File: config.mk
export PLATFORM = sky130hd
export DESIGN_NAME = vec_simd_engine_flat
export DESIGN_NICKNAME = d
export VERILOG_FILES = /design/src/rtl/vec_simd_engine_pkg.sv /design/src/rtl/vec_simd_engine_if.sv /design/src/rtl/vec_simd_engine_lane_alu.sv /design/src/rtl/vec_simd_engine.sv /design/src/flat_wrapper.sv
export SDC_FILE = /design/constraint.sdc
export NUM_CORES = 1
export LEC_CHECK = 0
export ABC_AREA = 1
export CAP_MARGIN = 5
export CORE_MARGIN = 2
export CORE_UTILIZATION = 40
export DETAILED_ROUTE_END_ITERATION = 10
export SYNTH_ARGS = -nofsm -noshare
export SYNTH_HDL_FRONTEND = slang
export SYNTH_HIERARCHICAL = 1
export SYNTH_SLANG_ARGS = --single-unit
File: constraint.sdc
create_clock -name clk -period 8.1 [get_ports clk]
set_clock_uncertainty 0.1 [all_clocks]
set_input_delay 0.81 -clock clk [delete_from_list [all_inputs] [get_ports clk]]
set_output_delay 0.81 -clock clk [all_outputs]
set_load 0.01 [all_outputs]
File: src/rtl/vec_simd_engine_pkg.sv
// Shared types and helpers for the vector SIMD engine.
//   vec_op_t    : element-wise opcode (COPY aliases NOP)
//   vec_state_t : command FSM states
//   sat_signed  : clamp a wide signed value into a dw-bit two's complement range
//   is_binary   : opcodes that consume operand B
//   low_mask    : k low bits set, or all ones when k == 0
package vec_simd_engine_pkg;

  typedef enum logic [2:0] {
    OP_NOP   = 3'd0,
    OP_ADD   = 3'd1,
    OP_MUL   = 3'd2,
    OP_SUB   = 3'd3,
    OP_SCALE = 3'd4,
    OP_CLAMP = 3'd5,
    OP_MAX   = 3'd6,
    OP_RELU  = 3'd7
  } vec_op_t;

  localparam vec_op_t OP_COPY = OP_NOP;

  typedef enum logic [1:0] {
    ST_IDLE,
    ST_RUN,
    ST_DRAIN,
    ST_DONE
  } vec_state_t;

  function automatic logic signed [31:0] sat_signed(input logic signed [31:0] v,
                                                    input int unsigned dw);
    logic signed [31:0] hi;
    logic signed [31:0] lo;
    hi = (32'sd1 <<< (dw - 1)) - 32'sd1;
    lo = -(32'sd1 <<< (dw - 1));
    if (v > hi) return hi;
    if (v < lo) return lo;
    return v;
  endfunction

  function automatic logic is_binary(input vec_op_t op);
    return (op == OP_ADD) || (op == OP_SUB) || (op == OP_MUL) || (op == OP_MAX);
  endfunction

  function automatic logic [31:0] low_mask(input int unsigned k);
    if (k == 0) return '1;
    return (32'd1 << k) - 32'd1;
  endfunction

endpackage

File: src/rtl/vec_simd_engine_if.sv
// Beat-level streaming bus of the vector SIMD engine: operand A and B input
// streams and the result stream, each with a valid/ready handshake.
//   master : the streamer side (drives operands, accepts results)
//   slave  : the engine side
interface vec_simd_engine_if #(
  parameter int DATA_WIDTH = 8,
  parameter int LANES      = 4
);
  logic [LANES*DATA_WIDTH-1:0] a_data;
  logic                        a_valid;
  logic                        a_ready;
  logic [LANES*DATA_WIDTH-1:0] b_data;
  logic                        b_valid;
  logic                        b_ready;
  logic [LANES*DATA_WIDTH-1:0] out_data;
  logic [LANES-1:0]            out_mask;
  logic                        out_valid;
  logic                        out_ready;

  modport master (
    output a_data, a_valid, b_data, b_valid, out_ready,
    input  a_ready, b_ready, out_data, out_mask, out_valid
  );

  modport slave (
    input  a_data, a_valid, b_data, b_valid, out_ready,
    output a_ready, b_ready, out_data, out_mask, out_valid
  );
endinterface

File: src/rtl/vec_simd_engine_lane_alu.sv
// vec_lane_alu: one lane of the engine, purely combinational.
//   op             : opcode
//   a, b           : signed operands
//   imm_lo, imm_hi : SCALE factor / CLAMP bounds
//   y              : saturated DATA_WIDTH-bit result
module vec_lane_alu
  import vec_simd_engine_pkg::*;
#(
  parameter int DATA_WIDTH = 8,
  parameter int FRAC_BITS  = 7
) (
  input  vec_op_t                       op,
  input  logic signed [DATA_WIDTH-1:0]  a,
  input  logic signed [DATA_WIDTH-1:0]  b,
  input  logic signed [DATA_WIDTH-1:0]  imm_lo,
  input  logic signed [DATA_WIDTH-1:0]  imm_hi,
  output logic signed [DATA_WIDTH-1:0]  y
);
  // Round-half-up constant added before the arithmetic right shift.
  localparam logic signed [31:0] RND = (FRAC_BITS > 0) ? (32'sd1 <<< (FRAC_BITS - 1)) : 32'sd0;

  logic signed [31:0] a32, b32, m32, wide;

  always_comb begin
    a32  = 32'(a);
    b32  = 32'(b);
    m32  = (op == OP_SCALE) ? 32'(imm_lo) : b32;
    wide = a32;
    case (op)
      OP_ADD:           wide = sat_signed(a32 + b32, DATA_WIDTH);
      OP_SUB:           wide = sat_signed(a32 - b32, DATA_WIDTH);
      OP_MUL, OP_SCALE: wide = sat_signed((a32 * m32 + RND) >>> FRAC_BITS, DATA_WIDTH);
      OP_CLAMP: begin
        if (a > imm_hi)      wide = 32'(imm_hi);
        else if (a < imm_lo) wide = 32'(imm_lo);
      end
      OP_MAX:           if (b > a) wide = b32;
      OP_RELU:          if (a < 0) wide = '0;
      default:          wide = a32;
    endcase
    y = wide[DATA_WIDTH-1:0];
  end
endmodule

File: src/rtl/vec_simd_engine.sv
// vec_simd_engine: LANES-wide element-wise ALU with a two-stage pipeline.
//   clk, rst               : clock, synchronous active-high reset
//   start                  : command strobe (sampled only in IDLE)
//   operation              : opcode, latched at start
//   num_elements           : vector length, latched at start
//   imm_lo, imm_hi         : SCALE factor / CLAMP bounds, latched at start
//   busy, done             : command status; done pulses once per command
//   stream                 : A/B operand and result streams (slave side)
module vec_simd_engine
  import vec_simd_engine_pkg::*;
#(
  parameter int DATA_WIDTH   = 8,
  parameter int LANES        = 4,
  parameter int MAX_ELEMENTS = 4096,
  parameter int FRAC_BITS    = 7
) (
  input  logic                          clk,
  input  logic                          rst,
  input  logic                          start,
  input  vec_op_t                       operation,
  input  logic [$clog2(MAX_ELEMENTS):0] num_elements,
  input  logic [DATA_WIDTH-1:0]         imm_lo,
  input  logic [DATA_WIDTH-1:0]         imm_hi,
  output logic                          busy,
  output logic                          done,
  vec_simd_engine_if.slave              stream
);
  localparam int NW = $clog2(MAX_ELEMENTS) + 1;
  localparam int BW = LANES * DATA_WIDTH;

  vec_state_t            state;
  vec_op_t               op_r;
  logic [DATA_WIDTH-1:0] imm_lo_r, imm_hi_r;
  logic [NW-1:0]         beats_left;
  logic [LANES-1:0]      last_mask;

  logic                  s1_valid;
  logic [BW-1:0]         s1_a, s1_b;
  logic [LANES-1:0]      s1_mask;
  logic [BW-1:0]         alu_y;

  logic                  binary, advance, accept;

  assign binary  = is_binary(op_r);
  // Both stages move together; the result register frees up when empty or read.
  assign advance = !stream.out_valid || stream.out_ready;
  assign accept  = (state == ST_RUN) && stream.a_valid && (stream.b_valid || !binary) && advance;

  assign stream.a_ready = accept;
  assign stream.b_ready = accept && binary;

  for (genvar i = 0; i < LANES; i++) begin : g_lane
    vec_lane_alu #(
      .DATA_WIDTH (DATA_WIDTH),
      .FRAC_BITS  (FRAC_BITS)
    ) u_alu (
      .op     (op_r),
      .a      (s1_a[i*DATA_WIDTH +: DATA_WIDTH]),
      .b      (s1_b[i*DATA_WIDTH +: DATA_WIDTH]),
      .imm_lo (imm_lo_r),
      .imm_hi (imm_hi_r),
      .y      (alu_y[i*DATA_WIDTH +: DATA_WIDTH])
    );
  end

  always_ff @(posedge clk) begin
    if (rst) begin
      state            <= ST_IDLE;
      busy             <= 1'b0;
      done             <= 1'b0;
      op_r             <= OP_NOP;
      imm_lo_r         <= '0;
      imm_hi_r         <= '0;
      beats_left       <= '0;
      last_mask        <= '0;
      s1_valid         <= 1'b0;
      s1_a             <= '0;
      s1_b             <= '0;
      s1_mask          <= '0;
      stream.out_valid <= 1'b0;
      stream.out_data  <= '0;
      stream.out_mask  <= '0;
    end else begin
      done <= 1'b0;
      case (state)
        ST_IDLE: begin
          if (start) begin
            op_r       <= operation;
            imm_lo_r   <= imm_lo;
            imm_hi_r   <= imm_hi;
            beats_left <= NW'((32'(num_elements) + 32'(LANES) - 32'd1) / 32'(LANES));
            last_mask  <= LANES'(low_mask(32'(num_elements) % 32'(LANES)));
            busy       <= 1'b1;
            if (num_elements == '0) begin
              state <= ST_DONE;
              done  <= 1'b1;
            end else begin
              state <= ST_RUN;
            end
          end
        end
        ST_RUN: begin
          if (accept) begin
            beats_left <= beats_left - 1'b1;
            if (beats_left == NW'(1)) state <= ST_DRAIN;
          end
        end
        ST_DRAIN: begin
          // Stage 1 empty and stage 2 either empty or being read this cycle.
          if (!s1_valid && advance) begin
            state <= ST_DONE;
            done  <= 1'b1;
          end
        end
        ST_DONE: begin
          state <= ST_IDLE;
          busy  <= 1'b0;
        end
        default: state <= ST_IDLE;
      endcase

      if (advance) begin
        s1_valid <= accept;
        if (accept) begin
          s1_a    <= stream.a_data;
          s1_b    <= stream.b_data;
          s1_mask <= (beats_left == NW'(1)) ? last_mask : '1;
        end
        stream.out_valid <= s1_valid;
        if (s1_valid) begin
          stream.out_mask <= s1_mask;
          for (int unsigned i = 0; i < LANES; i++) begin
            stream.out_data[i*DATA_WIDTH +: DATA_WIDTH] <=
              s1_mask[i] ? alu_y[i*DATA_WIDTH +: DATA_WIDTH] : '0;
          end
        end
      end
    end
  end
endmodule
File: src/flat_wrapper.sv
// flat-port wrapper written by rule: the top's interface ports become plain ports
module vec_simd_engine_flat import vec_simd_engine_pkg::*;
#(
  parameter int DATA_WIDTH   = 8,
  parameter int LANES        = 4,
  parameter int MAX_ELEMENTS = 4096,
  parameter int FRAC_BITS    = 7
)
  (clk, rst, start, operation, num_elements, imm_lo, imm_hi, busy, done, stream_a_data, stream_a_valid, stream_b_data, stream_b_valid, stream_out_ready, stream_a_ready, stream_b_ready, stream_out_data, stream_out_mask, stream_out_valid);
  vec_simd_engine_if #(.DATA_WIDTH(DATA_WIDTH), .LANES(LANES)) stream_i ();
  input  logic clk;
  input  logic rst;
  input  logic start;
  input  vec_op_t operation;
  input  logic [$clog2(MAX_ELEMENTS):0] num_elements;
  input  logic [DATA_WIDTH-1:0] imm_lo;
  input  logic [DATA_WIDTH-1:0] imm_hi;
  output logic busy;
  output logic done;
  input wire logic [$bits(stream_i.a_data)-1:0] stream_a_data;
  input wire logic [$bits(stream_i.a_valid)-1:0] stream_a_valid;
  input wire logic [$bits(stream_i.b_data)-1:0] stream_b_data;
  input wire logic [$bits(stream_i.b_valid)-1:0] stream_b_valid;
  input wire logic [$bits(stream_i.out_ready)-1:0] stream_out_ready;
  output wire logic [$bits(stream_i.a_ready)-1:0] stream_a_ready;
  output wire logic [$bits(stream_i.b_ready)-1:0] stream_b_ready;
  output wire logic [$bits(stream_i.out_data)-1:0] stream_out_data;
  output wire logic [$bits(stream_i.out_mask)-1:0] stream_out_mask;
  output wire logic [$bits(stream_i.out_valid)-1:0] stream_out_valid;
  assign stream_i.a_data = stream_a_data;
  assign stream_i.a_valid = stream_a_valid;
  assign stream_i.b_data = stream_b_data;
  assign stream_i.b_valid = stream_b_valid;
  assign stream_i.out_ready = stream_out_ready;
  assign stream_a_ready = stream_i.a_ready;
  assign stream_b_ready = stream_i.b_ready;
  assign stream_out_data = stream_i.out_data;
  assign stream_out_mask = stream_i.out_mask;
  assign stream_out_valid = stream_i.out_valid;
  vec_simd_engine #(.DATA_WIDTH(DATA_WIDTH), .LANES(LANES), .MAX_ELEMENTS(MAX_ELEMENTS), .FRAC_BITS(FRAC_BITS)) u_core (.clk(clk), .rst(rst), .start(start), .operation(operation), .num_elements(num_elements), .imm_lo(imm_lo), .imm_hi(imm_hi), .busy(busy), .done(done), .stream(stream_i));
endmodule
Word level (Yosys, flattened, before mapping):

Index checks and enable logic that the tools add are counted.

* register bits after elaboration: 146
* input bits: 102
* output and inout port bits: 41
* logic and storage cells: 274

* add/subtract/negate cells: 16
* multiply operators: 4
* $lt $le $gt $ge: 40
* eq/ne operators: 15
* shift operators: 1
* muxes and demuxes: 158
* reduce and logical (&&, ||, !) cells: 25

Operator list (number)
* $mux W8: 68
* $pmux W8 S6: 4
* $add A32 B8 Y32 const B: 4
* $mul A8 B32 Y32: 4
* $mux W32: 4
* $gt A25 B8 Y1 const B: 4
* $lt A25 B8 Y1 const B: 4
* $gt A9 B8 Y1 const B: 8
* $lt A9 B8 Y1 const B: 8
* $mux W1: 68
* $gt A8 B8 Y1: 8
* $add A8 B8 Y9: 4
* $sub A8 B8 Y9: 4
* $logic_not A32 Y1: 1
* $lt A8 B1 Y1 const B: 4
* $lt A8 B8 Y1: 4
* $mux W13: 2
* $pmux W13 S2: 1
* $sub A15 B1 Y15 const B: 1
* $add A13 B3 Y14 const B: 1
* $eq A13 B1 Y1 const B: 1
* $logic_not A13 Y1: 1
* $sub A13 B1 Y13 const B: 1
* $eq A3 B3 Y1 const B: 4
* other kinds (21): 46

Longest topological paths before layout:

Gate-level depths: netlist (run 1).

* depth after elaboration: 13
* mapped depth: 36
* mapped depth without buffers: 35

By module:

Netlist (run 1), hierarchy kept.

By module, submodules not included
* vec_simd_engine: times used 1, cells each 821, area each 5983.2 um2, seq. area each 2922.8 um2
* vec_lane_alu at u_core.g_lane[0].u_alu: times used 1, cells each 808, area each 5121.2 um2, seq. area each 0.0 um2
* vec_lane_alu at u_core.g_lane[1].u_alu: times used 1, cells each 816, area each 5121.2 um2, seq. area each 0.0 um2
* vec_lane_alu at u_core.g_lane[3].u_alu: times used 1, cells each 809, area each 5064.9 um2, seq. area each 0.0 um2
* vec_lane_alu at u_core.g_lane[2].u_alu: times used 1, cells each 788, area each 4903.5 um2, seq. area each 0.0 um2

Worst setup path after synthesis (run 1):

No wires, ideal clock.

* path kind: flip-flop to flip-flop
* from: register u_core.op_r[2]
* to: register u_core.stream.out_data[26]
* setup time: 0.132 ns
* data arrival time: 5.535 ns
* data required time: 7.868 ns
* slack: 2.333 ns
* cell stages (with the launch flop): 26
* path buffers: 0
* period minus slack after synthesis: 5.767 ns
* path through: dfxtp_1 -> nand2_1 -> o21ai_0 -> nand2_1 -> fa_1 -> inv_1 -> fa_1 -> fa_1 -> inv_1 -> fa_1 -> inv_1 -> ha_1 -> a21o_1 -> o21bai_1 -> a21oi_2 -> nand2_1 -> nand2_1 -> nand2_1 -> nor2_1 -> nand2_1 -> o21ai_4 -> nand2_1 -> nand2_1 -> nand3_1 -> nand3_1 -> a21oi_1

* cells in the longest elaborated chain, start to end: 12
* elaborated cells on any way between the ends: 23
* classes of those cells: add/sub: 1; mul: 1; order compare: 2; eq/ne: 7; mux: 11; reduce/logical: 1

RTL lines
* start: declaration: RTL line vec_simd_engine.sv:32 `vec_op_t op_r;`
* start signal: assignment: RTL line vec_simd_engine.sv:88 `op_r <= operation;`
* $eq A3 B3 Y1: RTL line vec_simd_engine_lane_alu.sv:27, vec_simd_engine_lane_alu.sv:29
* $mux W32: RTL line vec_simd_engine_lane_alu.sv:27 `m32 = (op == OP_SCALE) ? 32'(imm_lo) : b32;`
* $mul A8 B32 Y32: RTL line vec_simd_engine_lane_alu.sv:32 `OP_MUL, OP_SCALE: wide = sat_signed((a32 * m32 + RND) >>> FRAC_BITS, DATA_WIDTH);`
* $add A32 B8 Y32: RTL line vec_simd_engine_lane_alu.sv:32
* $lt A25 B8 Y1: RTL line vec_simd_engine_pkg.sv:36 `if (v < lo) return lo;`
* $mux W1 (2 in series): RTL line vec_simd_engine_pkg.sv:36
* $mux W1: RTL line vec_simd_engine_lane_alu.sv:29 `case (op)`
* $mux W8: RTL line vec_simd_engine_pkg.sv:37 `return v;`
* $mux W8: RTL line vec_simd_engine_pkg.sv:36
* $pmux W8 S6 (*): RTL line vec_simd_engine_lane_alu.sv:29
* net u_core.alu_y[26]: RTL line vec_simd_engine.sv:40 `logic [BW-1:0] alu_y;`
* $mux W8 (*): RTL line vec_simd_engine.sv:134 `s1_mask[i] ? alu_y[i*DATA_WIDTH +: DATA_WIDTH] : '0;`
* end signal: indexed assignment: RTL line vec_simd_engine.sv:133 `stream.out_data[i*DATA_WIDTH +: DATA_WIDTH] <=`
* end: declaration: RTL line vec_simd_engine_if.sv:27 `output a_ready, b_ready, out_data, out_mask, out_valid`

The timed path passes the listed nets; every way through them passes the cells marked *. The select of a mux whose other input is x is not followed.
A chain may end at the register's enable or synchronous reset.

Worst setup path in the final report (run 1):

* from: register u_core.op_r[2]
* to: register u_core.stream.out_data[14]

Same word-level chain as after synthesis.

==> results.json, run 1 <==
{
  "status": "finished clean",
  "mostFrequentLayoutCells": "966 x nand2_1, 737 x inv_1, 523 x nor2_1, 249 x ha_1, 248 x fa_1",
  "crit_top_cell": "nand2_1",
  "leakage_nw": 14.6,
  "multi_input_area_sq_um": 19900,
  "layout-drive-gt1-share": 0.0581,
  "fin_crit_sh": 0.851,
  "track_usage": 0.246,
  "first_pass_iters": 6,
  "ys_ff_latch": 146,
  "placed_cells": 4970,
  "hold_path.class": "reg -> reg",
  "vias_per_cell": 5.09,
  "start_util": 0.406,
  "antenna_found_initial": 2,
  "synth-edff-count": 0,
  "synth_ff_type": "dfxtp_1",
  "fmax_ghz": 0.145,
  "synthMuxAreaShare": 0.000382,
  "htreeDepth": 4,
  "post-cts-setup-buffers": 0,
  "wire_per_inst_um": 16.4,
  "layout_commonest_cell": "nand2_1",
  "worst-setup-path-type": "reg -> reg",
  "worst_ep_required_time_ns": 8.42,
  "min_period_ns": 6.90,
  "path_max_fanout": 17,
  "ys_seq_area_frac": 0.112,
  "drc": 0,
  "finalHoldViolCount": 0,
  "netlist_area_sq_um": 26200,
  "cts_tree": "built",
  "total_power_w": 0.00785,
  "yosysTopAreaCellShare": 0.190,
  "ant_nets": 0,
  "cts_resized": 0,
  "vias": 25500,
  "syn-mean-instance-area_sq_um": 6.48,
  "fin_nets": 4733,
  "cts-root-buf": "clkbuf_16",
  "drv_cap": 0,
  "report.final.slew_viol_count": 0,
  "synth-xor-area-share": 0.0217,
  "grt_max_degree": 97,
  "cts_inserted_buffers": 17,
  "overflow": 0,
  "stdcell_count": 5003,
  "synth_cells": 4042,
  "die_h_um": 260,
  "irDropWorstVdd_v": 0.000176,
  "postSynthNetCount": 4641,
  "fill_cells": 6966,
  "cp_slowest_cell": "dfxtp_1",
  "postSynth.asyncResetShare": 0,
  "drtIter0Drc": 2129,
  "ctsLongestPathBuffers": 2,
  "holdWs_ns": 0.359,
  "dieWidth_um": 260,
  "cp.arrival_ns": 7.21,
  "grt_pass1_vias": 23900,
  "slew_headroom": 0.337,
  "synthSimpleGateAreaFrac": 0.311,
  "area_delta_synth_final_pct": 10.6,
  "rsz0062_at_grt": "no",
  "yosysTopAreaCell": "fa_1",
  "synth_top_family_by_area": "simple AND/OR/NAND/NOR gates",
  "row_count": 93,
  "seqCellArea_sq_um": 2920,
  "critical_path.max_stage_delay_ns": 0.73,
  "setup_violations": 0,
  "clk_pin_slew_worst_paths_ns": 0.07,
  "postRouteWirelength_mm": 82.2,
  "fin_setup_tns_ns": 0,
  "synth_adder_area_share": 0.308,
  "globalplace.congestion": 0.941,
  "grt_pass1_wl_mm": 131,
  "start_kind": "flop",
  "hold_buffers": 0,
  "dp_hpwl_mm": 65.9,
  "synth.distinct_cells": 58,
  "insertion_delay_ns": 0.50,
  "die_area_sq_um": 67500,
  "synth_compound_area_frac": 0.117,
  "powerDensity_nw_per_um2": 271,
  "yosys_warnings": 6,
  "port_buffers": 142,
  "clock_sinks": 146,
  "endpoint_kind": "flop",
  "ioPinCount": 143,
  "worst_pin_slew_ns": 0.994,
  "core_area_sq_um": 64600,
  "synth.area.top_cells": "fa_1 19%, nand2_1 14%, ha_1 12%, dfxtp_1 11%, inv_1 11%"
}
==> final cells by class <==
class / instances / area share
Antenna cell: 1 / 0.0000863
Clock inverter: 14 / 0.00544
Timing Repair Buffer: 161 / 0.0538
Clock buffer: 18 / 0.0152
Sequential cell: 146 / 0.101
Multi-Input combinational cell: 3023 / 0.686
Tap cell: 855 / 0.0369
Inverter: 785 / 0.102
==> kinds of logic (layout without fill, tap and decap cells) <==
kind of cell / after synthesis / after routing
compound gates: 543 / 543
xor+xnor: 65 / 65
fa+ha+maj: 497 / 497
buf+inv: 873 / 978
flops: 146 / 146
mux: 1 / 1
other cells: 0 / 1
simple gates: 1917 / 1917
==> registers in the layout, indices dropped and copies added, names as in the netlist, 2 cells and up <==
name and flops:
u_core/state 2, u_core/op_r 3, u_core/imm_hi_r 8, u_core/stream.out_data 32, u_core/s1_a 32, u_core/last_mask 4
u_core/imm_lo_r 8, u_core/stream.out_mask 4, u_core/s1_b 32, u_core/s1_mask 4, u_core/beats_left 13
==> path summary, 6_finish.rpt <==
check	slack [ns]	to	from	depth (start not counted)
worst max-delay path	1.20	u_core/stream.out_data[14]	u_core/op_r[2]	28
worst min-delay path	0.36	u_core/last_mask[0]	u_core/last_mask[0]	2
worst max register to register	1.20	u_core/stream.out_data[14]	u_core/op_r[2]	28
worst min register to register	0.36	u_core/last_mask[0]	u_core/last_mask[0]	2
==> worst max-delay path, delay by kind of cell (launching register included) <==
| kind | cells | cell delay, ns |
|---|---|---|
| buffers and inverters | 4 | 0.28 |
| and+or+nand+nor | 14 | 1.78 |
| AOI/OAI and AO/OA | 5 | 1.29 |
| adders and majority gates | 5 | 2.61 |
| DFF | 1 | 0.73 |
==> through the flow <==
| step | setup slack [ns] | util | area, sq um |
|---|---|---|---|
| global route | 0.551 | 0.449 | 29000 |
| floorplan | 2.33 | - | 26200 |
| finish | 1.20 | 0.449 | 29000 |
| global placement | 1.36 | 0.439 | 28400 |
| CTS | 1.20 | 0.449 | 29000 |
| detailed placement | 1.25 | 0.439 | 28400 |
==> power by group <==
group | internal [W] | total, W | switching, W
combinational | 0.00192 | 0.00578 | 0.00386
clock | 0.000447 | 0.000852 | 0.000405
sequential | 0.000855 | 0.00122 | 0.000362
==> synthesized netlist by cell type, types with 33 or more instances <==
library cell	count
nand3_1	230
nor2_1	523
clkbuf_1	40
nand2_1	966
ha_1	249
o21ai_0	204
inv_1	738
xor2_1	50
nand4_1	34
inv_2	33
fa_1	248
dfxtp_1	146
a21oi_1	203
nand2_2	48
==> routing by layer <==
metal	global-route usage	part of all wire
met1	0.344	0.46
met2	0.393	0.45
met3	0.0370	0.066
met4	0.0678	0.024
met5	0	0
Power figures use the tool's default switching activity.
==> run 2, diff against run 1 <==
Settings changed: GPL_TIMING_DRIVEN set to 1.
==> results of run 2 <==
Final layout, timing and power as in run 1 (identical DEF).
==> run 3, diff against run 2 <==
Settings changed: CAP_MARGIN 5 to not set, SKIP_CTS_REPAIR_TIMING set to 1.
==> results of run 3 <==
Final layout, timing and power as in run 1 (identical DEF).
